[src/rtl/sccb_target.sv]
// sccb_target -- SCCB responder (camera side of the bus).
//
// Oversamples SIO_C / SIO_D on clk, detects start and stop conditions,
// decodes the device ID, sub-address and write data, and presents an 8-bit
// register port. Handles the 3-phase write, the 2-phase address-set write
// and the 2-phase read (target drives 8 data bits, master answers NA).
//
// Ports
//   clk            system clock (single domain)
//   rst            synchronous active-high reset
//   sccb_clk_in    SIO_C pin, asynchronous to clk
//   sccb_data_in   SIO_D pin, asynchronous to clk
//   sccb_data_out  value driven on SIO_D while sccb_data_en=1, else 1
//   sccb_data_en   1 = target drives SIO_D
//   reg_addr       latched sub-address
//   reg_wdata      write data, valid while reg_we=1
//   reg_we         one-cycle write strobe
//   reg_re         one-cycle read request for reg_addr
//   reg_rdata      read data, valid the cycle after reg_re
//   busy           1 from start detect until stop detect
module sccb_target #(
   parameter logic [6:0] DEV_ID = 7'h3C,
   parameter bit         ACK_EN = 1'b1
) (
   input  logic       clk,
   input  logic       rst,
   input  logic       sccb_clk_in,
   input  logic       sccb_data_in,
   output logic       sccb_data_out,
   output logic       sccb_data_en,
   output logic [7:0] reg_addr,
   output logic [7:0] reg_wdata,
   output logic       reg_we,
   output logic       reg_re,
   input  logic [7:0] reg_rdata,
   output logic       busy
);

   typedef enum logic [3:0] {
      S_IDLE, S_ID, S_ID_X, S_SUB, S_SUB_X,
      S_WDATA, S_WDATA_X, S_RDATA, S_RD_NA, S_IGNORE
   } state_t;

   // Index 0 = SIO_C, index 1 = SIO_D.
   logic [1:0] pin_in;
   logic [1:0] sync_bus;
   logic [1:0] hist_bus;

   assign pin_in = {sccb_data_in, sccb_clk_in};

   // Two-flop synchronizer plus one history flop per line. Reset to 1 so
   // an idle (pulled-up) bus produces no edges when reset is released.
   genvar gi;
   generate
      for (gi = 0; gi < 2; gi++) begin : g_sync
         logic meta_reg;
         logic sync_reg;
         logic hist_reg;
         always_ff @(posedge clk) begin
            if (rst) begin
               meta_reg <= 1'b1;
               sync_reg <= 1'b1;
               hist_reg <= 1'b1;
            end else begin
               meta_reg <= pin_in[gi];
               sync_reg <= meta_reg;
               hist_reg <= sync_reg;
            end
         end
         assign sync_bus[gi] = sync_reg;
         assign hist_bus[gi] = hist_reg;
      end
   endgenerate

   logic scl, scl_d, sda, sda_d;
   logic scl_rise, scl_fall, start_det, stop_det;

   assign scl      = sync_bus[0];
   assign scl_d    = hist_bus[0];
   assign sda      = sync_bus[1];
   assign sda_d    = hist_bus[1];
   assign scl_rise = scl & ~scl_d;
   assign scl_fall = ~scl & scl_d;
   // SIO_C must be high on both samples so an SIO_D edge that coincides
   // with an SIO_C edge is not mistaken for a start/stop.
   assign start_det = scl & scl_d & sda_d & ~sda;
   assign stop_det  = scl & scl_d & ~sda_d & sda;

   state_t     state_reg, state_next;
   logic [2:0] bit_cnt_reg, bit_cnt_next;
   logic [7:0] shift_reg, shift_next;
   logic [7:0] tx_reg, tx_next;
   logic [7:0] addr_reg, addr_next;
   logic [7:0] wdata_reg, wdata_next;
   logic       x_half_reg, x_half_next;   // byte-ending fall already seen
   logic       rw_reg, rw_next;
   logic       drv_en_reg, drv_en_next;
   logic       drv_bit_reg, drv_bit_next;
   logic       we_reg, we_next;
   logic       re_reg, re_next;
   logic       re_d_reg;
   logic       busy_reg, busy_next;
   logic [7:0] rx_byte;

   assign rx_byte = {shift_reg[6:0], sda};

   always_comb begin
      state_next   = state_reg;
      bit_cnt_next = bit_cnt_reg;
      shift_next   = shift_reg;
      // Read data arrives the cycle after reg_re; load it into the shifter.
      tx_next      = re_d_reg ? reg_rdata : tx_reg;
      addr_next    = addr_reg;
      wdata_next   = wdata_reg;
      x_half_next  = x_half_reg;
      rw_next      = rw_reg;
      drv_en_next  = drv_en_reg;
      drv_bit_next = drv_bit_reg;
      we_next      = 1'b0;
      re_next      = 1'b0;
      busy_next    = busy_reg;

      if (start_det) begin
         state_next   = S_ID;
         bit_cnt_next = 3'd7;
         x_half_next  = 1'b0;
         drv_en_next  = 1'b0;
         drv_bit_next = 1'b1;
         busy_next    = 1'b1;
      end else if (stop_det) begin
         state_next   = S_IDLE;
         x_half_next  = 1'b0;
         drv_en_next  = 1'b0;
         drv_bit_next = 1'b1;
         busy_next    = 1'b0;
      end else begin
         case (state_reg)
            S_ID, S_SUB, S_WDATA: begin
               if (scl_rise) begin
                  shift_next   = rx_byte;
                  bit_cnt_next = bit_cnt_reg - 3'd1;   // wraps to 7 for the next byte
                  if (bit_cnt_reg == 3'd0) begin
                     x_half_next = 1'b0;
                     if (state_reg == S_ID) begin
                        if (rx_byte[7:1] == DEV_ID) begin
                           state_next = S_ID_X;
                           rw_next    = rx_byte[0];
                           re_next    = rx_byte[0];
                        end else begin
                           state_next = S_IGNORE;
                        end
                     end else if (state_reg == S_SUB) begin
                        addr_next  = rx_byte;
                        state_next = S_SUB_X;
                     end else begin
                        wdata_next = rx_byte;
                        we_next    = 1'b1;
                        state_next = S_WDATA_X;
                     end
                  end
               end
            end
            S_ID_X, S_SUB_X, S_WDATA_X: begin
               if (scl_fall) begin
                  if (!x_half_reg) begin
                     // Fall that ends the byte: start of the X bit.
                     x_half_next = 1'b1;
                     if (ACK_EN) begin
                        drv_en_next  = 1'b1;
                        drv_bit_next = 1'b0;
                     end
                  end else begin
                     // Fall that ends the X bit.
                     x_half_next  = 1'b0;
                     bit_cnt_next = 3'd7;
                     drv_en_next  = 1'b0;
                     drv_bit_next = 1'b1;
                     if (state_reg == S_ID_X) begin
                        if (rw_reg) begin
                           state_next   = S_RDATA;
                           drv_en_next  = 1'b1;
                           drv_bit_next = tx_reg[7];
                           tx_next      = {tx_reg[6:0], 1'b1};
                        end else begin
                           state_next = S_SUB;
                        end
                     end else if (state_reg == S_SUB_X) begin
                        state_next = S_WDATA;
                     end else begin
                        state_next = S_IGNORE;
                     end
                  end
               end
            end
            S_RDATA: begin
               if (scl_fall) begin
                  if (bit_cnt_reg == 3'd0) begin
                     drv_en_next  = 1'b0;
                     drv_bit_next = 1'b1;
                     state_next   = S_RD_NA;
                  end else begin
                     drv_bit_next = tx_reg[7];
                     tx_next      = {tx_reg[6:0], 1'b1};
                     bit_cnt_next = bit_cnt_reg - 3'd1;
                  end
               end
            end
            S_RD_NA: begin
               if (scl_rise) begin
                  state_next = S_IGNORE;
               end
            end
            default: begin
            end
         endcase
      end
   end

   always_ff @(posedge clk) begin
      if (rst) begin
         state_reg   <= S_IDLE;
         bit_cnt_reg <= 3'd0;
         shift_reg   <= 8'h00;
         tx_reg      <= 8'hFF;
         addr_reg    <= 8'h00;
         wdata_reg   <= 8'h00;
         x_half_reg  <= 1'b0;
         rw_reg      <= 1'b0;
         drv_en_reg  <= 1'b0;
         drv_bit_reg <= 1'b1;
         we_reg      <= 1'b0;
         re_reg      <= 1'b0;
         re_d_reg    <= 1'b0;
         busy_reg    <= 1'b0;
      end else begin
         state_reg   <= state_next;
         bit_cnt_reg <= bit_cnt_next;
         shift_reg   <= shift_next;
         tx_reg      <= tx_next;
         addr_reg    <= addr_next;
         wdata_reg   <= wdata_next;
         x_half_reg  <= x_half_next;
         rw_reg      <= rw_next;
         drv_en_reg  <= drv_en_next;
         drv_bit_reg <= drv_bit_next;
         we_reg      <= we_next;
         re_reg      <= re_next;
         re_d_reg    <= re_reg;
         busy_reg    <= busy_next;
      end
   end

   assign sccb_data_en  = drv_en_reg;
   assign sccb_data_out = drv_en_reg ? drv_bit_reg : 1'b1;
   assign reg_addr      = addr_reg;
   assign reg_wdata     = wdata_reg;
   assign reg_we        = we_reg;
   assign reg_re        = re_reg;
   assign busy          = busy_reg;

endmodule
[config.mk]
export PLATFORM = sky130hd
export DESIGN_NAME = sccb_target
export DESIGN_NICKNAME = d
export VERILOG_FILES = /design/src/rtl/sccb_target.sv
export SDC_FILE = /design/constraint.sdc
export NUM_CORES = 1
export LEC_CHECK = 0
export ABC_AREA = 1
export CAP_MARGIN = 15
export CELL_PAD_IN_SITES_DETAIL_PLACEMENT = 1
export CELL_PAD_IN_SITES_GLOBAL_PLACEMENT = 2
export CORE_ASPECT_RATIO = 0.8
export CORE_MARGIN = 2
export CORE_UTILIZATION = 34
export DETAILED_ROUTE_END_ITERATION = 7
export GPL_ROUTABILITY_DRIVEN = 0
export PLACE_DENSITY = 0.92
export SYNTH_ARGS = -nofsm -noshare
export SYNTH_HDL_FRONTEND = slang
export SYNTH_SLANG_ARGS = --single-unit
[constraint.sdc]
create_clock -name clk -period 4.1 [get_ports clk]
set_input_delay 0.82 -clock clk [delete_from_list [all_inputs] [get_ports clk]]
set_output_delay 0.82 -clock clk [all_outputs]
set_load 0.03 [all_outputs]
* After elaboration in Yosys (flattened, before gate mapping) *
Cells that the tools add are included.

word-level totals
  input bits = 12
  output and inout port bits = 21
  register bits = 52

operators by class
  reduce and logical (&&, ||, !) cells = 22
  bitwise operators = 19
  eq/ne operators = 29
  $add $sub $neg = 1
  multiplexer cells = 56

operators by type and width
  operator                                       count
  two-way mux 8 bit                              9
  two-way mux 4 bit                              11
  inequality test 4 bit, second input constant   7
  AND reduction 7 bit                            4
  two-way mux 3 bit                              8
  two-way mux 1 bit                              21
  == test 4 x 3 -> 1 bit, second input constant  4
  inequality test 2 bit, second input constant   8
  case mux 4 bit (4 select lines)                1
  case mux 8 bit (2 select lines)                1
  AND reduction 8 bit                            2
  inequality test 3 bit, second input constant   5
  inverter 1 bit                                 12
  AND reduction 4 bit                            3
  case mux 3 bit (3 select lines)                1
  OR reduction 3 bit                             3
  == test 4 x 2 -> 1 bit, second input constant  2
  nonzero test 4 bit                             2
  OR reduction 8 bit                             1
  AND 1 bit                                      7
  == test 7 x 6 -> 1 bit, second input constant  1
  OR reduction 7 bit                             1
  case mux 1 bit (2 select lines)                3
  nonzero test 2 bit                             3
  other kinds (7)                                7

* Logic depth before layout (Yosys ltp) *
Gate-level depths: netlist of run 1.

  word-level depth = 8
  gate-level depth with buffers = 13
  gate-level depth less buffers = 13

* Worst setup path before layout of run 1 *
No wires, ideal clock.

  path kind = reg-to-output
  from = register drv_en_reg, in the netlist sccb_data_en
  to = output port sccb_data_out
  arrival time = 0.926 ns
  cell stages (with the launch flop) = 3
  slack = 2.354 ns
  buffers on the path = 0
  required time = 3.280 ns
  path through = dfxtp_1 -> inv_1 -> or2_2

between the ends
  cells in the longest elaborated chain, start to end = 1

RTL lines
  what                    RTL line  RTL
  start, declared         97        logic drv_en_reg, drv_en_next;
  start signal, assigned  244       drv_en_reg <= drv_en_next;
  two-way mux 1 bit       254       assign sccb_data_out = drv_en_reg ? drv_bit_reg : 1'b1;
  end, declared           29        output logic sccb_data_out,

Every way passes these cells.

* Final worst setup path of run 1 *
Same ends and word-level chain as after synthesis.

==> results of run 1 <==
==> per-layer routing <==
metal,up-vias,part of all wire
met2,22,0.43
li1,1178,-
met4,0,0.0088
met1,1073,0.54
met5,-,0
met3,5,0.024
==> cell usage after synthesis, types with 2 or more instances <==
master,count
o211ai_1,5
nor2_1,30
nand2_2,14
nand3_1,19
or2_2,6
a21oi_1,34
nand2_4,3
mux2i_1,3
nor2_4,5
dfxtp_1,52
nor2_2,5
buf_4,2
inv_2,6
buf_6,2
nand4_1,9
clkbuf_1,4
o21ai_1,2
nand2_1,69
inv_1,34
nor2_8,2
ha_1,2
nand3_2,2
nor3_1,4
o21ai_0,23
==> layout by cell type (no fill, tap or decap), types with 2 or more instances in the layout <==
cell type and count:
nor3_1 4, nand2_2 14, nor2_1 30, nor2_8 2, nand2_1 69, clkdlybuf4s50_1 32, inv_1 34, clkbuf_8 5
nor2_2 5, o21ai_1 2, dfxtp_1 52, nor2_4 5, o211ai_1 5, o21ai_0 23, mux2i_1 3, ha_1 2
a21oi_1 34, inv_2 6, nand3_1 19, or2_2 6, nand2_4 3, nand3_2 2, nand4_1 9
==> where the power goes <==
group | internal, mW | switching (mW) | leakage, nW | total, mW
clock | 0.122 | 0.182 | 0.0445 | 0.303
combinational | 0.188 | 0.356 | 0.826 | 0.544
sequential | 0.553 | 0.0363 | 0.422 | 0.589
==> area by class of cell <==
type                       count  area [sq um]  share of cell area
timing repair buffer          32           320               0.106
sequential                    52          1040               0.344
tap                           90           113              0.0372
clock inverter                 3          21.3             0.00703
clock buffer                   5          68.8              0.0228
inverter                      41           156              0.0517
multi-input combinational    242          1300               0.431
==> final timing paths <==
kind                           start                  to  slack (ps)
hold reg to reg   g_sync[1].meta_reg  g_sync[1].sync_reg         420
setup reg to reg  g_sync[0].sync_reg         drv_bit_reg        2030
hold / removal    g_sync[1].meta_reg  g_sync[1].sync_reg         420
setup / recovery        sccb_data_en       sccb_data_out        1720
==> through the flow <==
stage	instances	area (sq um)	hold WS, ps
global route	465	3020	441
global placement	457	2930	393
finish	465	3020	421
floorplan	344	2570	389
detailed placement	457	2930	397
CTS	465	3020	423
==> critical path, stage by stage (launching register included) <==
cell             delay, ps
dfxtp_1                340
inv_1                   50
or2_2                  270
clkdlybuf4s50_1        590
==> cells by family (layout without fill, tap and decap cells) <==
kind of cell	count (synthesis)	in the layout	synth area share
multiplexers	3	3	0.0117
adder cells (fa/ha/maj)	2	2	0.00973
XOR/XNOR	1	1	0.00341
flip-flops	52	52	0.405
buffers and inverters	50	81	0.0885
AND/OR/NAND/NOR	170	170	0.344
AO/OA/AOI/OAI	66	66	0.138
==> impl_metrics.csv, run 1 <==
group,metric,value,unit
route,wl,6440,um
route,wl_per_cell,13.9,um
setup_path,start_kind,"flop",
cells_and_area,areaGrowthSynthToFinish,17.6,%
yosys,syn_avg_cell_area,7.48,sq um
sta,setup_violations,0,
die,die_y,81.8,um
die,die-area,8280,sq um
clocking,h-tree-depth,2,
grt,grt_pass1_wl,11100,um
route,first_pass_iters,4,
cells_and_area,num-fill-cells,944,
clocking,cts_sinks,52,
cells_and_area,nNetsFinal,388,
sta,drv_slew,0,
setup_path,critPathRequiredTime,3280,ps
power_and_ir_drop,peakVddDrop,0.164,mV
yosys,syn_inst,344,
yosys,yosysWarnings,0,
setup_path,path_class,"reg -> out",
sta,fin_crit,2380,ps
clocking,post_cts_resized,0,
grt,grt_pass1_vias,2215,
grt,grtUsageTotal,0.171,
route,drt_iter0_drc,94,
setup_path,cp_data_arrival_time,1560,ps
yosys,yosys.area.top_type,"dfxtp_1",
run,drv_cap,0,
power_and_ir_drop,p_total,1.44,mW
clocking,cts_tree,"yes",
yosys,ys.flop_type,"dfxtp_1",
cells_and_area,final_util,0.411,
yosys,synth_edf_count,0,
setup_path,cp_max_fo,2,
sta,finalHoldViolCount,0,
yosys,netlist_area,2570,sq um
cells_and_area,drive_gt1_frac,0.147,
run_status,status,"complete, no violations",
die,start_util,0.350,
place,numPortBuffers,32,
die,core_area,7360,sq um
place,dp_hpwl,4900,um
clocking,cts-root-buf,"clkbuf_8",
clocking,numCtsBuffers,5,
sta,setup_tns,0,ps
grt,overflow,0,
yosys,synth_fp_nets,358,
clocking,clk_pin_slew,100,ps
yosys,synth_cell_types,31,
setup_path,reg2regPathDepth,8,
cells_and_area,diodes,0,
grt,grt_max_degree,37,
route,ant_nets,0,
power_and_ir_drop,power.density,475,nW/um^2
min_path,hold_class,"reg -> reg",
grt,use_met3,0.0383,
yosys,synth.area.top_cells,"dfxtp_1 40%, nand2_1 10%, a21oi_1 6.6%",
clocking,postCtsHoldBufs,0,
route,vias,2278,
grt,use_met1,0.254,
min_path,hold_depth,1,
route,via_per_inst,4.90,
route,route.detailed.drc,0,
place,post-place-ws,1390,ps
clocking,ctsLongestPathBuffers,2,
grt,antenna_found_initial,0,
yosys,ys_async_sr_fraction,0,
power_and_ir_drop,p_leak,1.29,nW
die,die_x,101,um
yosys,synth.top_cell.area_share,0.405,
die,io_pins,33,
sta,tightest_slew,972,ps
sta,finalClockSkew,7.67,ps
clocking,post_cts_buffers,0,
setup_path,end_kind,"output pin",
sta,fin_crit_sh,0.580,
clocking,clk_latency,310,ps
sta,rsz0062_at_grt,"false",
yosys,ys_ff_latch,52,
grt,busiest_layer,"met1",
sta,setup_slack,1720,ps
grt,met2_usage,0.253,
sta,max_slew_margin,0.351,
yosys,yosysSeqAreaShare,0.405,
die,rows,28,
sta,fmax,0.421,GHz
Power figures use the tool's default switching activity.
==> run 2, diff against run 1 <==
--- a/config.mk
+++ b/config.mk
@@ -11,10 +11,10 @@
 export CELL_PAD_IN_SITES_GLOBAL_PLACEMENT = 2
 export CORE_ASPECT_RATIO = 0.8
 export CORE_MARGIN = 2
-export CORE_UTILIZATION = 34
+export CORE_UTILIZATION = 31
 export DETAILED_ROUTE_END_ITERATION = 7
 export GPL_ROUTABILITY_DRIVEN = 0
-export PLACE_DENSITY = 0.92
+export PLACE_DENSITY = 0.86
 export SYNTH_ARGS = -nofsm -noshare
 export SYNTH_HDL_FRONTEND = slang
 export SYNTH_SLANG_ARGS = --single-unit
==> constraint.sdc (replaced) <==
create_clock -name clk -period 2.4 [get_ports clk]
set_input_delay 0.48 -clock clk [delete_from_list [all_inputs] [get_ports clk]]
set_output_delay 0.48 -clock clk [all_outputs]
set_load 0.03 [all_outputs]
==> impl_metrics.csv, run 2 (synthesized netlist as in run 1, its figures left out) <==
group,metric,value,unit
grt,grt_pass1_vias,2304,
place,post-place-ws,472,ps
sta,setup_slack,363,ps
clocking,ctsLongestPathBuffers,2,
power_and_ir_drop,peakVddDrop,0.386,mV
sta,rsz0062_at_grt,"false",
clocking,post_cts_buffers,0,
setup_path,critPathRequiredTime,1920,ps
setup_path,cp_data_arrival_time,1560,ps
clocking,clk_latency,310,ps
setup_path,timing.rr.end,"reg_wdata[7]",
power_and_ir_drop,power.density,801,nW/um^2
clocking,post_cts_resized,0,
clocking,cts_tree,"yes",
die,rows,29,
die,io_pins,33,
setup_path,cp-startpoint,"sccb_data_en",
sta,finalHoldViolCount,0,
clocking,clk_pin_slew,100,ps
run,drv_cap,0,
cells_and_area,drive_gt1_frac,0.151,
sta,setup_tns,0,ps
cells_and_area,mostFrequentLayoutCell,"nand2_1",
clocking,h-tree-depth,2,
cells_and_area,num-fill-cells,1018,
sta,fin_crit,2040,ps
power_and_ir_drop,p_total,2.46,mW
sta,fmax,0.491,GHz
clocking,postCtsHoldBufs,0,
sta,tightest_slew,591,ps
clocking,cts-root-buf,"clkbuf_8",
power_and_ir_drop,p_leak,1.30,nW
grt,overflow,0,
sta,setup_violations,0,
route,first_pass_iters,4,
setup_path,reg2regPathDepth,8,
sta,max_slew_margin,0.605,
die,die_y,85.5,um
clocking,numCtsBuffers,5,
route,ant_nets,0,
cells_and_area,layout_common_cells,"69 x nand2_1, 52 x dfxtp_1, 34 x inv_1, 34 x a21oi_1, 32 x clkdlybuf4s50_1",
cells_and_area,areaGrowthSynthToFinish,19.1,%
run_status,status,"complete, no violations",
route,via_per_inst,4.72,
die,start_util,0.322,
setup_path,cp_max_fo,2,
cells_and_area,diodes,0,
place,dp_hpwl,5080,um
cells_and_area,final_util,0.384,
route,vias,2290,
setup_path,r2r_slack,480,ps
min_path,hold_class,"reg -> reg",
route,wl,6760,um
grt,grt_max_degree,37,
place,numPortBuffers,32,
setup_path,crit_end,"sccb_data_out",
die,die_x,106,um
sta,finalClockSkew,6.08,ps
die,die-area,9050,sq um
sta,fin_crit_sh,0.849,
clocking,cts_sinks,52,
route,wl_per_cell,13.9,um
setup_path,start_kind,"flop",
setup_path,timing.rr.start,"bit_cnt_reg[0]",
setup_path,end_kind,"output pin",
setup_path,path_class,"reg -> out",
cells_and_area,nNetsFinal,391,
route,drt_iter0_drc,91,
sta,drv_slew,0,
grt,grtUsageTotal,0.161,
grt,grt_pass1_wl,11500,um
grt,antenna_found_initial,0,
route,route.detailed.drc,0,
die,core_area,7980,sq um
-- run 2: changes by cell type in the layout (fill, tap and decap cells not counted) --
cell / delta
buf_4: +3
clkinv_2: -1
-- run 2: routing by layer --
layer | part of all wire | track usage | up-vias
li1 | - | - | 1181
met1 | 0.52 | 0.231 | 1082
met2 | 0.44 | 0.244 | 21
met3 | 0.025 | 0.0330 | 6
met4 | 0.011 | 0.0431 | 0
met5 | 0 | 0 | -
-- run 2: where the power goes --
group | leakage, nW | switching, mW | total, mW | internal (mW)
Sequential | 0.422 | 0.0612 | 1.01 | 0.944
Clock | 0.0406 | 0.304 | 0.508 | 0.204
Combinational | 0.840 | 0.617 | 0.942 | 0.325
Total | 1.30 | 0.982 | 2.46 | 1.47
-- run 2: final cells by class --
cell class | instances | area [sq um] | area share
Multi-Input combinational cell | 242 | 1300 | 0.425
Tap cell | 108 | 135 | 0.0441
Sequential cell | 52 | 1040 | 0.340
Inverter | 41 | 156 | 0.0510
Timing Repair Buffer | 35 | 343 | 0.112
Clock buffer | 5 | 68.8 | 0.0225
Clock inverter | 2 | 16.3 | 0.00531
-- run 2: through the flow --
stage                     hold WS, ps  area [sq um]  cells
after global routing              434          3060    485
after global placement            393          2980    478
after detailed placement          395          2980    478
after floorplan                   389          2570    344
after CTS                         419          3060    485
final                             418          3060    485
-- run 2: critical path, cell delays in order, from the launching register on --
cell	delay, ps
dfxtp_1	340
inv_1	50
or2_2	260
clkdlybuf4s50_1	590
-- run 2: worst min-delay path by stage --
stage                       start                  to  cells past startpoint
4_1_cts        g_sync[0].meta_reg  g_sync[0].sync_reg                      1
5_1_grt        g_sync[0].meta_reg  g_sync[0].sync_reg                      1
3_3_place_gp   g_sync[1].meta_reg  g_sync[1].sync_reg                      1
2_1_floorplan  g_sync[0].meta_reg  g_sync[0].sync_reg                      1
3_5_place_dp   g_sync[0].meta_reg  g_sync[0].sync_reg                      1
6_report       g_sync[0].meta_reg  g_sync[0].sync_reg                      1
